### config.mk
export PLATFORM = sky130hd
export DESIGN_NAME = pipe_mem_arbiter
export DESIGN_NICKNAME = d
export VERILOG_FILES = /design/src/rtl/pipe_mem_arbiter.sv
export SDC_FILE = /design/constraint.sdc
export NUM_CORES = 1
export LEC_CHECK = 0
export ABC_AREA = 1
export CORE_MARGIN = 4
export CORE_UTILIZATION = 35
export DETAILED_ROUTE_END_ITERATION = 6
export GPL_ROUTABILITY_DRIVEN = 0
export PLACE_DENSITY = 0.66
export SKIP_CTS_REPAIR_TIMING = 1
export SLEW_MARGIN = 20
export SYNTH_ARGS = -nofsm -noshare
export SYNTH_HDL_FRONTEND = slang
export SYNTH_SLANG_ARGS = --single-unit
### constraint.sdc
create_clock -name clk_i -period 2.5 [get_ports clk_i]
set_input_delay 0.25 -clock clk_i [delete_from_list [all_inputs] [get_ports clk_i]]
set_output_delay 0.25 -clock clk_i [all_outputs]
set_load 0.02 [all_outputs]
### src/rtl/pipe_mem_arbiter.sv
// pipe_mem_arbiter: shares one single-ported backing memory between the IF and MEM pipeline stages.
// Define ARB_FAIR_EN to bound consecutive MEM grants (MAX_STREAK) while IF waits.
module pipe_mem_arbiter #(
   parameter int AW         = 32,
   parameter int DW         = 32,
   parameter int TIMEOUT    = 255,
   parameter int MAX_STREAK = 4
) (
   input  logic          clk_i,
   input  logic          rst_n_i,
   input  logic          if_req_i,
   input  logic [AW-1:0] if_addr_i,
   output logic [DW-1:0] if_rdata_o,
   output logic          if_done_o,
   input  logic          mem_req_i,
   input  logic          mem_we_i,
   input  logic [AW-1:0] mem_addr_i,
   input  logic [DW-1:0] mem_wdata_i,
   output logic [DW-1:0] mem_rdata_o,
   output logic          mem_done_o,
   output logic          bus_req_o,
   output logic          bus_we_o,
   output logic [AW-1:0] bus_addr_o,
   output logic [DW-1:0] bus_wdata_o,
   input  logic          bus_ack_i,
   input  logic [DW-1:0] bus_rdata_i,
   output logic          stall_o,
   output logic          err_o
);

   typedef enum logic [1:0] {IDLE, BUS_IF, BUS_MEM, RESP} state_t;

   localparam int            CW      = $clog2(TIMEOUT + 1);
   localparam logic [CW-1:0] T_LIMIT = CW'(TIMEOUT - 1);

   if (TIMEOUT < 1) begin : g_bad_timeout
      $error("pipe_mem_arbiter: TIMEOUT must be >= 1");
   end
   if (MAX_STREAK < 1) begin : g_bad_streak
      $error("pipe_mem_arbiter: MAX_STREAK must be >= 1");
   end

   state_t        state;
   logic [CW-1:0] tmo_cnt;
   logic          any_req;
   logic          if_wins;
   logic          bus_done;

   assign any_req  = if_req_i | mem_req_i;
   assign bus_done = bus_ack_i | (tmo_cnt == T_LIMIT);

`ifdef ARB_FAIR_EN
   localparam int SW = $clog2(MAX_STREAK + 1);
   logic [SW-1:0] streak;

   assign if_wins = if_req_i & (~mem_req_i | (streak == SW'(MAX_STREAK)));

   // Streak counts MEM grants that left IF waiting; any IF grant or idle IF restarts it.
   always_ff @(posedge clk_i) begin
      if (!rst_n_i) begin
         streak <= '0;
      end else if (state == IDLE && any_req) begin
         if (if_wins || !if_req_i) streak <= '0;
         else                      streak <= streak + 1'b1;
      end
   end
`else
   assign if_wins = if_req_i & ~mem_req_i;
`endif

   assign stall_o = (if_req_i & ~if_done_o) | (mem_req_i & ~mem_done_o);

   // NOTE: non-blocking assignments so every register samples pre-edge values, independent of statement order.
   always_ff @(posedge clk_i) begin
      if (!rst_n_i) begin
         state       <= IDLE;
         tmo_cnt     <= '0;
         bus_req_o   <= 1'b0;
         bus_we_o    <= 1'b0;
         bus_addr_o  <= '0;
         bus_wdata_o <= '0;
         if_done_o   <= 1'b0;
         mem_done_o  <= 1'b0;
         if_rdata_o  <= '0;
         mem_rdata_o <= '0;
         err_o       <= 1'b0;
      end else begin
         case (state)
            IDLE: begin
               if (any_req) begin
                  bus_req_o <= 1'b1;
                  tmo_cnt   <= '0;
                  if (if_wins) begin
                     state       <= BUS_IF;
                     bus_we_o    <= 1'b0;
                     bus_addr_o  <= if_addr_i;
                     bus_wdata_o <= '0;
                  end else begin
                     state       <= BUS_MEM;
                     bus_we_o    <= mem_we_i;
                     bus_addr_o  <= mem_addr_i;
                     bus_wdata_o <= mem_wdata_i;
                  end
               end
            end
            BUS_IF, BUS_MEM: begin
               if (bus_done) begin
                  // An ack on the limit cycle still wins; all-ones marks an aborted access.
                  bus_req_o <= 1'b0;
                  state     <= RESP;
                  if (!bus_ack_i) err_o <= 1'b1;
                  if (state == BUS_IF) begin
                     if_done_o  <= 1'b1;
                     if_rdata_o <= bus_ack_i ? bus_rdata_i : '1;
                  end else begin
                     mem_done_o  <= 1'b1;
                     mem_rdata_o <= bus_ack_i ? bus_rdata_i : '1;
                  end
               end else begin
                  tmo_cnt <= tmo_cnt + 1'b1;
               end
            end
            RESP: begin
               if_done_o  <= 1'b0;
               mem_done_o <= 1'b0;
               state      <= IDLE;
            end
            default: state <= IDLE;
         endcase
      end
   end

endmodule

==> metrics.txt <==
result of the run complete, no violations; detailed-route vias per instance 4.84; ordered cell list for the critical path clkdlybuf4s50_1, inv_1, o22ai_1, clkdlybuf4s50_1; final count of negative-setup-slack endpoints 0; total CTS buffers 17; global-route wire length before repair 32000 um; number of flops mapped to enable cells by yosys 0; pwr dens 1110 nW/um^2; grt met3 use 8.33%; placed cells 1286; number of standard cells after synthesis 846; violation count after the first detailed-routing iteration 329; CP Data Required Time 2.25 ns; Mapped Nets 987; sw power 0.00435 W; met2 usage in global routing 31.4%; post-layout minimum cycle time 1.93 ns; vias in the first global route 6083; final sum of negative setup slack 0 ns; Avg WL per Cell 15.7 um; critical path start-end classification primary input to primary output; number of stages on the worst hold path 4; number of buffers inserted by port buffering 267; highest-count cells in the layout ignoring fill and taps sky130_fd_sc_hd__clkdlybuf4s50_1 (265), sky130_fd_sc_hd__nand2_1 (197), sky130_fd_sc_hd__dfxtp_1 (143), sky130_fd_sc_hd__a21oi_1 (142), sky130_fd_sc_hd__inv_1 (119); CP max-delay cell sky130_fd_sc_hd__clkdlybuf4s50_1; maximum fanout along the worst path 4; RSZ-0062 raised after global routing no; largest area contributor in the synthesized netlist sky130_fd_sc_hd__dfxtp_1; CTS tree yes; type of element launching the critical path primary input; Worst Tran Pin Value 0.668 ns; number of cells traversed by the worst register-to-register path 8; most used flip-flop cell after synthesis sky130_fd_sc_hd__dfxtp_1; critical path data arrival time 1.68 ns; Antenna Nets Post-Route 0; number of slew-limit violations in the final report 0; DRC violation count after routing 0; proportion of synthesized flip-flops having asynchronous set or reset 0%; Yosys Warn Count 0; Core Box Area 17500 um^2; Max transition margin 55.5%; Fin Clk Skew 0.0111 ns; maximum number of buffers from clock root to sink 2; sequential share of the synthesized area 45.4%; clock slew at reported path FFs 0.06 ns; Clock power frac 23.9%; final number of hold-violating endpoints 0; post-route insts no fill 1319; net switching share of the total power 40.7%; Max rail drop VDD 0.621 mV; delay contributed by the slowest stage of the critical path 0.62 ns; synth top area cells sky130_fd_sc_hd__dfxtp_1 (45%), sky130_fd_sc_hd__nand2_1 (12%), sky130_fd_sc_hd__a21oi_1 (11%); Total Nets Final 1221; largest net degree at the start of global routing 73; first-pass iteration count of the detailed router 5; DR vias 6389; capturing element type of the critical path primary output; Top Ports 268; design internal power 0.00635 W; initial core utilization 36.1%; worst min path class primary input to register; row count 48; Post-Synthesis Mean Instance Area 7.46 um^2; Skew-Pair Late Insertion Delay 0.42 ns; Die Y 142 um; combinational share of power 46.2%; Critical Path Most Common Cell sky130_fd_sc_hd__clkdlybuf4s50_1; unique cell type count in the Yosys netlist 29; Syn-to-layout area delta 52.9%; MaxCap Viol Count 0; floorplan die area 20200 um^2; Chip Width 142 um; number of synthesized register bits 143; sequential share of power 30.0%; most common library cell in the layout ignoring fill and taps sky130_fd_sc_hd__clkdlybuf4s50_1; DP HPWL 14000 um; combined area of all synthesized cells 6310 um^2; area share of the largest cell type after synthesis 45.4%; static leakage power 3.73 nW; number of antenna violations at the first check in global routing 1; ratio of final minimum period to clock period 77.1%; layout cells sized above 1 8.05%; root buffer cell sky130_fd_sc_hd__clkbuf_16; Total Routing Usage GR 19.8%; Routed WL 20700 um; GRT Max-Usage Layer met2; H-tree lvl count 4; sink count of the clock tree 143; total overflow reported by the global router 0; Peak Freq 0.519 GHz; global-route met1 utilization 24.5%
-- final timing paths --
check	start	end	slack (ns)
worst min-delay path	bus_ack_i	err_o	0.14
worst max-delay path	mem_req_i	stall_o	0.57
worst max register to register	state[0]	tmo_cnt[7]	0.61
worst min register to register	if_rdata_o[11]	if_rdata_o[11]	0.44
-- cells in the mapped netlist (2+ instances only) --
master / instances
sky130_fd_sc_hd__buf_1: 15
sky130_fd_sc_hd__buf_4: 7
sky130_fd_sc_hd__a21oi_1: 142
sky130_fd_sc_hd__nand4_1: 67
sky130_fd_sc_hd__nand3_4: 2
sky130_fd_sc_hd__nand2_1: 197
sky130_fd_sc_hd__nor2_1: 14
sky130_fd_sc_hd__buf_6: 6
sky130_fd_sc_hd__o21ai_1: 2
sky130_fd_sc_hd__inv_1: 119
sky130_fd_sc_hd__nor2_2: 2
sky130_fd_sc_hd__nor3b_1: 2
sky130_fd_sc_hd__o21ai_0: 36
sky130_fd_sc_hd__inv_2: 3
sky130_fd_sc_hd__nand3_1: 9
sky130_fd_sc_hd__ha_1: 7
sky130_fd_sc_hd__nand2_4: 3
sky130_fd_sc_hd__dfxtp_1: 143
sky130_fd_sc_hd__clkbuf_1: 16
sky130_fd_sc_hd__buf_2: 17
sky130_fd_sc_hd__a21oi_2: 29
-- final cells by class --
cell class                      count  area [um^2]
Clock inverter                     12          134
Timing Repair Buffer              277         2780
Inverter                          122          458
Clock buffer                       20          457
Antenna cell                        1         2.50
Sequential cell                   143         2860
Multi-Input combinational cell    519         2670
Fill cell                        1673         7830
Tap cell                          225          282
-- state kept, by name (all words and copies together), names as in the netlist --
signal,cells
bus_wdata_o,32
err_o,1
if_rdata_o,32
bus_req_o,1
bus_addr_o,32
if_done_o,1
state,2
tmo_cnt,8
mem_rdata_o,32
mem_done_o,1
bus_we_o,1
-- stage by stage --
| stage | utilization [%] | cell area, um^2 | setup slack, ns | hold slack [ns] | power (W) |
|---|---|---|---|---|---|
| floorplan | - | 6310 | 0.922 | 0.391 | 0.00630 |
| global placement | 51.8 | 9050 | 0.573 | 0.432 | 0.00816 |
| detailed placement | 51.8 | 9050 | 0.564 | 0.435 | 0.00818 |
| CTS | 55.2 | 9640 | 0.566 | 0.121 | 0.0108 |
| global route | 55.2 | 9650 | 0.450 | 0.148 | 0.0114 |
| finish | 55.2 | 9650 | 0.574 | 0.135 | 0.0107 |
-- layer usage --
metal | wire [um] | vias to the layer above
li1 | - | 3222
met1 | 8800 | 2898
met2 | 9510 | 247
met3 | 2070 | 22
met4 | 292 | 0
met5 | 0 | -
-- cell families after synthesis --
logic type	Yosys count	share of synthesized area, %
and+or+nand+nor	299	21.8
AOI/OAI and AO/OA	213	19.1
buffers and inverters	184	12.4
DFF	143	45.4
adders and majority gates	7	1.39
-- power by group through the flow --
stage / registers, W / logic, W / clock network (W)
2_1_floorplan: 0.00388 / 0.00242 / 0
3_3_place_gp: 0.00323 / 0.00493 / 0
3_5_place_dp: 0.00324 / 0.00495 / 0
4_1_cts: 0.00321 / 0.00497 / 0.00261
5_1_grt: 0.00329 / 0.00538 / 0.00270
6_report: 0.00321 / 0.00494 / 0.00255
-- worst max-delay path, delay by kind of cell --
family,cells,cell delay [ns]
AOI/OAI and AO/OA,1,0.14
buffers and inverters,3,1.28
Note: power is estimated with default switching activity, not from simulation.
